<file path="config.mk">
export PLATFORM = sky130hd
export DESIGN_NAME = phy_rx_sp_nlane_flat
export DESIGN_NICKNAME = d
export VERILOG_FILES = /design/src/rtl/phy_rx_sp_nlane_if.sv /design/src/rtl/phy_rx_sp_nlane.sv /design/src/flat_wrapper.sv
export SDC_FILE = /design/constraint.sdc
export NUM_CORES = 1
export LEC_CHECK = 0
export ABC_AREA = 1
export BUFFER_PORTS_ARGS = -buffer_cell sky130_fd_sc_hd__buf_2
export CAP_MARGIN = 25
export CORE_UTILIZATION = 55
export CTS_CLUSTER_SIZE = 12
export DETAILED_ROUTE_END_ITERATION = 8
export GPL_TIMING_DRIVEN = 0
export MAX_ROUTING_LAYER = met4
export PLACE_DENSITY = 0.83
export SLEW_MARGIN = 20
export SYNTH_ARGS = -nofsm -noshare
export SYNTH_HDL_FRONTEND = slang
export SYNTH_SLANG_ARGS = --single-unit
</file>
<file path="constraint.sdc">
create_clock -name clk_8f -period 1.7 [get_ports clk_8f]
set_input_delay 0.17 -clock clk_8f [delete_from_list [all_inputs] [get_ports clk_8f]]
set_output_delay 0.17 -clock clk_8f [all_outputs]
set_load 0.005 [all_outputs]
</file>
<file path="src/rtl/phy_rx_sp_nlane_if.sv">
// Lane-bundle interface: serial bits and enable in, per-lane bytes/valid/lock out.
// err_cnt exists only when PHY_RX_ERRCNT_EN is defined.
interface phy_rx_sp_nlane_if #(
    parameter int LANES = 2
);
    logic                 enable;
    logic [LANES-1:0]     in;
    logic [8*LANES-1:0]   data_out;
    logic [LANES-1:0]     valid_out;
    logic [LANES-1:0]     active;
`ifdef PHY_RX_ERRCNT_EN
    logic [8*LANES-1:0]   err_cnt;

    modport master (output enable, in, input data_out, valid_out, active, err_cnt);
    modport slave  (input enable, in, output data_out, valid_out, active, err_cnt);
`else
    modport master (output enable, in, input data_out, valid_out, active);
    modport slave  (input enable, in, output data_out, valid_out, active);
`endif
endinterface

</file>
<file path="src/rtl/phy_rx_sp_nlane.sv">
// N-lane serial-to-parallel receiver with comma lock; bytes registered 1 edge after last bit, no backpressure.
// Optional per-lane SEARCH-state error counter enabled by macro PHY_RX_ERRCNT_EN.
module phy_rx_sp_nlane #(
    parameter int         LANES       = 2,
    parameter logic [7:0] COMMA       = 8'hBC,
    parameter int         COMMA_COUNT = 4
) (
    input  logic                clk_8f,
    input  logic                reset_L,
    phy_rx_sp_nlane_if.slave    rx
);
    localparam logic [3:0] LOCK_CNT = 4'(COMMA_COUNT);

    typedef enum logic {SEARCH = 1'b0, ACTIVE = 1'b1} state_e;

    logic [2:0]       bit_cnt_q, bit_cnt_d;
    logic [6:0]       shift_q     [LANES];
    logic [6:0]       shift_d     [LANES];
    state_e           state_q     [LANES];
    state_e           state_d     [LANES];
    logic [3:0]       comma_cnt_q [LANES];
    logic [3:0]       comma_cnt_d [LANES];
    logic [7:0]       data_q      [LANES];
    logic [7:0]       data_d      [LANES];
    logic [7:0]       byte_w      [LANES];
    logic [LANES-1:0] valid_q, valid_d;
    logic             boundary;
`ifdef PHY_RX_ERRCNT_EN
    logic [7:0]       err_q       [LANES];
    logic [7:0]       err_d       [LANES];
`endif

    // Byte framing comes only from this counter; there is no bit-slip.
    assign boundary  = rx.enable && (bit_cnt_q == 3'd7);
    assign bit_cnt_d = rx.enable ? bit_cnt_q + 3'd1 : 3'd0;

    always_comb begin
        valid_d = valid_q;
        for (int i = 0; i < LANES; i++) begin
            byte_w[i]      = {shift_q[i], rx.in[i]};
            shift_d[i]     = shift_q[i];
            state_d[i]     = state_q[i];
            comma_cnt_d[i] = comma_cnt_q[i];
            data_d[i]      = data_q[i];
`ifdef PHY_RX_ERRCNT_EN
            err_d[i]       = err_q[i];
`endif
            if (!rx.enable) begin
                shift_d[i]     = 7'd0;
                state_d[i]     = SEARCH;
                comma_cnt_d[i] = 4'd0;
                valid_d[i]     = 1'b0;
`ifdef PHY_RX_ERRCNT_EN
                err_d[i]       = 8'd0;
`endif
            end else begin
                shift_d[i] = {shift_q[i][5:0], rx.in[i]};
                if (boundary) begin
                    valid_d[i] = 1'b0;
                    if (state_q[i] == SEARCH) begin
                        if (byte_w[i] == COMMA) begin
                            if (comma_cnt_q[i] < LOCK_CNT)
                                comma_cnt_d[i] = comma_cnt_q[i] + 4'd1;
                            // The locking comma itself never shows up as data.
                            if (comma_cnt_q[i] >= LOCK_CNT - 4'd1)
                                state_d[i] = ACTIVE;
                        end else begin
                            comma_cnt_d[i] = 4'd0;
`ifdef PHY_RX_ERRCNT_EN
                            if (err_q[i] != 8'hFF)
                                err_d[i] = err_q[i] + 8'd1;
`endif
                        end
                    end else if (byte_w[i] != COMMA) begin
                        data_d[i]  = byte_w[i];
                        valid_d[i] = 1'b1;
                    end
                end
            end
        end
    end

    always_ff @(posedge clk_8f or negedge reset_L) begin
        if (!reset_L) begin
            bit_cnt_q <= 3'd0;
            valid_q   <= '0;
            for (int i = 0; i < LANES; i++) begin
                shift_q[i]     <= 7'd0;
                state_q[i]     <= SEARCH;
                comma_cnt_q[i] <= 4'd0;
                data_q[i]      <= 8'd0;
`ifdef PHY_RX_ERRCNT_EN
                err_q[i]       <= 8'd0;
`endif
            end
        end else begin
            bit_cnt_q <= bit_cnt_d;
            valid_q   <= valid_d;
            for (int i = 0; i < LANES; i++) begin
                shift_q[i]     <= shift_d[i];
                state_q[i]     <= state_d[i];
                comma_cnt_q[i] <= comma_cnt_d[i];
                data_q[i]      <= data_d[i];
`ifdef PHY_RX_ERRCNT_EN
                err_q[i]       <= err_d[i];
`endif
            end
        end
    end

    assign rx.valid_out = valid_q;

    for (genvar g = 0; g < LANES; g++) begin : g_lane_out
        assign rx.data_out[8*g +: 8] = data_q[g];
        assign rx.active[g]          = (state_q[g] == ACTIVE);
`ifdef PHY_RX_ERRCNT_EN
        assign rx.err_cnt[8*g +: 8]  = err_q[g];
`endif
    end

endmodule

</file>
<file path="src/flat_wrapper.sv">
// flat-port wrapper written by rule: the top's interface ports become plain ports
module phy_rx_sp_nlane_flat 
#(
    parameter int         LANES       = 2,
    parameter logic [7:0] COMMA       = 8'hBC,
    parameter int         COMMA_COUNT = 4
)
  (clk_8f, reset_L, rx_enable, rx_in, rx_data_out, rx_valid_out, rx_active);
  phy_rx_sp_nlane_if #(.LANES(LANES)) rx_i ();
  input  logic clk_8f;
  input  logic reset_L;
  input wire logic [$bits(rx_i.enable)-1:0] rx_enable;
  input wire logic [$bits(rx_i.in)-1:0] rx_in;
  output wire logic [$bits(rx_i.data_out)-1:0] rx_data_out;
  output wire logic [$bits(rx_i.valid_out)-1:0] rx_valid_out;
  output wire logic [$bits(rx_i.active)-1:0] rx_active;
  assign rx_i.enable = rx_enable;
  assign rx_i.in = rx_in;
  assign rx_data_out = rx_i.data_out;
  assign rx_valid_out = rx_i.valid_out;
  assign rx_active = rx_i.active;
  phy_rx_sp_nlane #(.LANES(LANES), .COMMA(COMMA), .COMMA_COUNT(COMMA_COUNT)) u_core (.clk_8f(clk_8f), .reset_L(reset_L), .rx(rx_i));
endmodule
</file>
==> results_dict.tcl <==
set metrics [dict create \
    outcome "finished clean" \
    ys_ff_latch 45 \
    crit_path_cell_trace "ha_1 > ha_1 > inv_1 > o21ai_0 > nand2_1 > inv_1 > nand2_1 > nand2_1" \
    power.static_leakage_nw 1.32 \
    path_clk_slew_ns 0.12 \
    synthesis.yosys.warnings 0 \
    residual_overflow_from_global_routing 0 \
    port_buffers 24 \
    rsz0062_at_grt "false" \
    initialDrtViolationCount 57 \
    crit_path_max_incr_delay_ns 0.41 \
    tns_setup_ns 0 \
    yosys.area_share.xor_xnor_pct 0.452 \
    cp_common_cell "nand2_1" \
    synth-adder-area-share_pct 2.58 \
    grt_antenna_before_repair 0 \
    drv_slew 0 \
    synth_top_family_by_area "simple AND/OR/NAND/NOR gates" \
    syn_nets 228 \
    routabilityCongestion 0.800 \
    syn_to_final_growth_pct 13.8 \
    finalSetupViolCount 0 \
    die_y_um 61.4 \
    cts_tree "yes" \
    initial_utilization_pct 57.6 \
    ys_seq_area_share_pct 58.1 \
    total_die_area_um2 3770 \
    cts_setup_buffers 0 \
    timing.critical_path.from_type "flop" \
    vias 1440 \
    final_layout_size_suffix_gt1_share_pct 21.7 \
    tritoncts.num_buffers 5 \
    ff_latch_area_um2 1130 \
    hpwlAfterDp_um 2530 \
    hold_slack_ns 0.0243 \
    power.ir.vdd_worst_mv 0.364 \
    power.share.switching_pct 23.5 \
    syn_area_um2 1940 \
    detailedRoute.firstPassIterationCount 4 \
    cellInternalPower_mw 1.26 \
    netlist.area_leader.share_pct 58.1 \
    drc_errors 0 \
    startpoint_to_endpoint_class_of_the_critical_path "reg2reg" \
    grt_pass1_vias 1360 \
    placeableCoreArea_um2 3360 \
    synth-simple-area-share_pct 26.5 \
    avgSynthCellArea_um2 8.85 \
    timing.slew.headroom_pct 67.9 \
    crit_path_end_kind "flop" \
    boundaryPins 25 \
    core.rowCount 21 \
    maxcap_violations 0 \
    synthCells 219 \
    switchingPower_mw 0.388 \
    post_place_instance_area_um2 2120 \
    grt_max_degree 46 \
    power-per-cell-area_nw_per_um2 749 \
    complex_gate_fraction_of_the_synthesized_area_pct 3.87 \
    later_pin_clock_latency_in_the_skew_report_ns 0.35 \
    finalInstanceArea_um2 2200 \
    max_freq_mhz 657 \
    post_cts_resize_count 0 \
    buffer_levels_on_the_longest_clock_path 2 \
    finalHoldViolCount 0 \
    wl_per_cell_um 11.4 \
    nFillCells 291 \
    fin_skew_ns 0.00941 \
    clock_tree.htree_level_count 2 \
    multi_input_area_um2 648 \
    fin_nets 261 \
    combined_buffer_and_inverter_count_along_the_critical_path 2 \
    num_antenna_cells 0 \
    share_clk_of_total_power_pct 29.4 \
    fin_crit_ns 1.52 \
    synthDominantAreaCellType "dfrtp_1" \
    worst_slew_pin_slew_ns 0.481 \
    numClockSinks 45 \
    vias_per_cell 4.82 \
    pwr-share-seq_pct 66.0 \
    cpMaxStageDelayCell "dfrtp_1" \
    grt_pass1_wl_um 5860 \
    hp-class "in2reg" \
    chipWidth_um 61.4 \
    crit_required_ns 1.95 \
    netlist_top_cells_area "dfrtp_1 58%, nand2_1 15%, inv_1 6.4%, nand3_1 4.4%, nor2_1 2.9%" \
    cp_max_fo 4 \
    timing.critical_path.max_delay_family "adder cells" \
    layout_worst_path_cycle_share_pct 89.5 \
    grt_use_total_pct 22.3 \
    cts.root.buffer_cell "clkbuf_4" \
    final_antenna_violating_net_count 0 \
    yosys-mux-area-fraction_pct 0 \
    combPwrFrac_pct 4.6 \
    worstPathArrival_ns 1.77 \
    totalWireLength_um 3420 \
    synthDistinctLibCells 16 \
]
[final cells by class]
| class | instances | share of cell area (%) |
|---|---|---|
| buffer | 4 | 1.48 |
| clock buffer | 6 | 1.87 |
| timing repair buffer | 26 | 7.15 |
| multi-input combinational | 135 | 29.4 |
| tap | 46 | 2.61 |
| sequential | 45 | 51.1 |
| clock inverter | 2 | 0.454 |
| inverter | 35 | 5.96 |
[Yosys cell counts, drive strengths merged]
master	count
xnor2	1
nand2	82
dfrtp	45
inv	35
o21ai	8
buf	4
ha	4
nor2	21
nand3	17
o22ai	2
[sequential cells by signal (all words and copies together), names as in the netlist]
signal               count
u_core.rx.active         2
u_core.bit_cnt_q         3
u_core.comma_cnt_q       8
u_core.byte_w           14
u_core.rx.valid_out      2
u_core.rx.data_out      16
[worst paths after layout]
kind,startpoint,end,slack (ns),depth (start not counted)
min,rx_in[1],u_core.byte_w[1],0.02,3
min in group asynchronous,reset_L,u_core.rx.data_out[12],0.29,2
max in group asynchronous,reset_L,u_core.byte_w[13],0.92,3
max,u_core.bit_cnt_q[0],u_core.comma_cnt_q[0],0.18,8
min reg2reg,u_core.bit_cnt_q[0],u_core.bit_cnt_q[0],0.45,1
max reg2reg,u_core.bit_cnt_q[0],u_core.comma_cnt_q[0],0.18,8
[layout by cell type (no fill, tap or decap), types with 3 or more instances in the layout]
cell / Yosys / layout
nor2_1: 15 / 15
ha_1: 4 / 4
nor2_4: 3 / 3
clkbuf_4: 0 / 5
nor2_2: 3 / 3
inv_1: 33 / 33
nand2_2: 5 / 5
buf_2: 2 / 26
nand2_1: 77 / 77
o21ai_2: 6 / 6
nand3_1: 17 / 17
dfrtp_1: 45 / 45
[stage by stage]
stage / power, mW / setup slack [ns] / utilization (%) / cells
floorplan: 1.14 / 0.393 / - / 219
global placement: 1.18 / 0.260 / 62.9 / 289
detailed placement: 1.18 / 0.206 / 62.9 / 289
CTS: 1.65 / 0.177 / 64.7 / 298
global route: 1.71 / 0.0111 / 65.6 / 299
finish: 1.65 / 0.179 / 65.6 / 299
[power groups by stage]
stage	Sequential (mW)	Combinational, mW	Clock [mW]
finish	1.09	0.0760	0.485
global placement	1.11	0.0663	0
global route	1.09	0.0895	0.530
floorplan	1.11	0.0323	0
CTS	1.09	0.0705	0.491
detailed placement	1.11	0.0682	0
[tightest hold or removal path, stage by stage]
cell and delay, ns:
buf_2 0.09, nand2_1 0.05, inv_1 0.04
[cells by family after synthesis]
| logic type | after synthesis |
|---|---|
| buffers and inverters | 39 |
| xor gates and xnor gates | 1 |
| adders and majority gates | 4 |
| DFF | 45 |
| AOI/OAI and AO/OA | 10 |
| and+or+nand+nor | 120 |
[layer usage]
layer | global-route usage, % | routed length [um] | vias to the layer above | share of wire, %
met5 | - | 0 | - | 0
li1 | - | - | 727 | -
met1 | 27.6 | 1540 | 686 | 45
met2 | 34.8 | 1740 | 18 | 51
met3 | 4.83 | 92 | 9 | 2.7
met4 | 10.8 | 52 | 0 | 1.5
[what timing repair did]
item / CTS / global route
endpoints found under the setup margin: 0 / 0
hold endpoints to repair: 45 / 0
hold buffers: 1 / 0
Note: power is estimated with default switching activity, not from simulation.
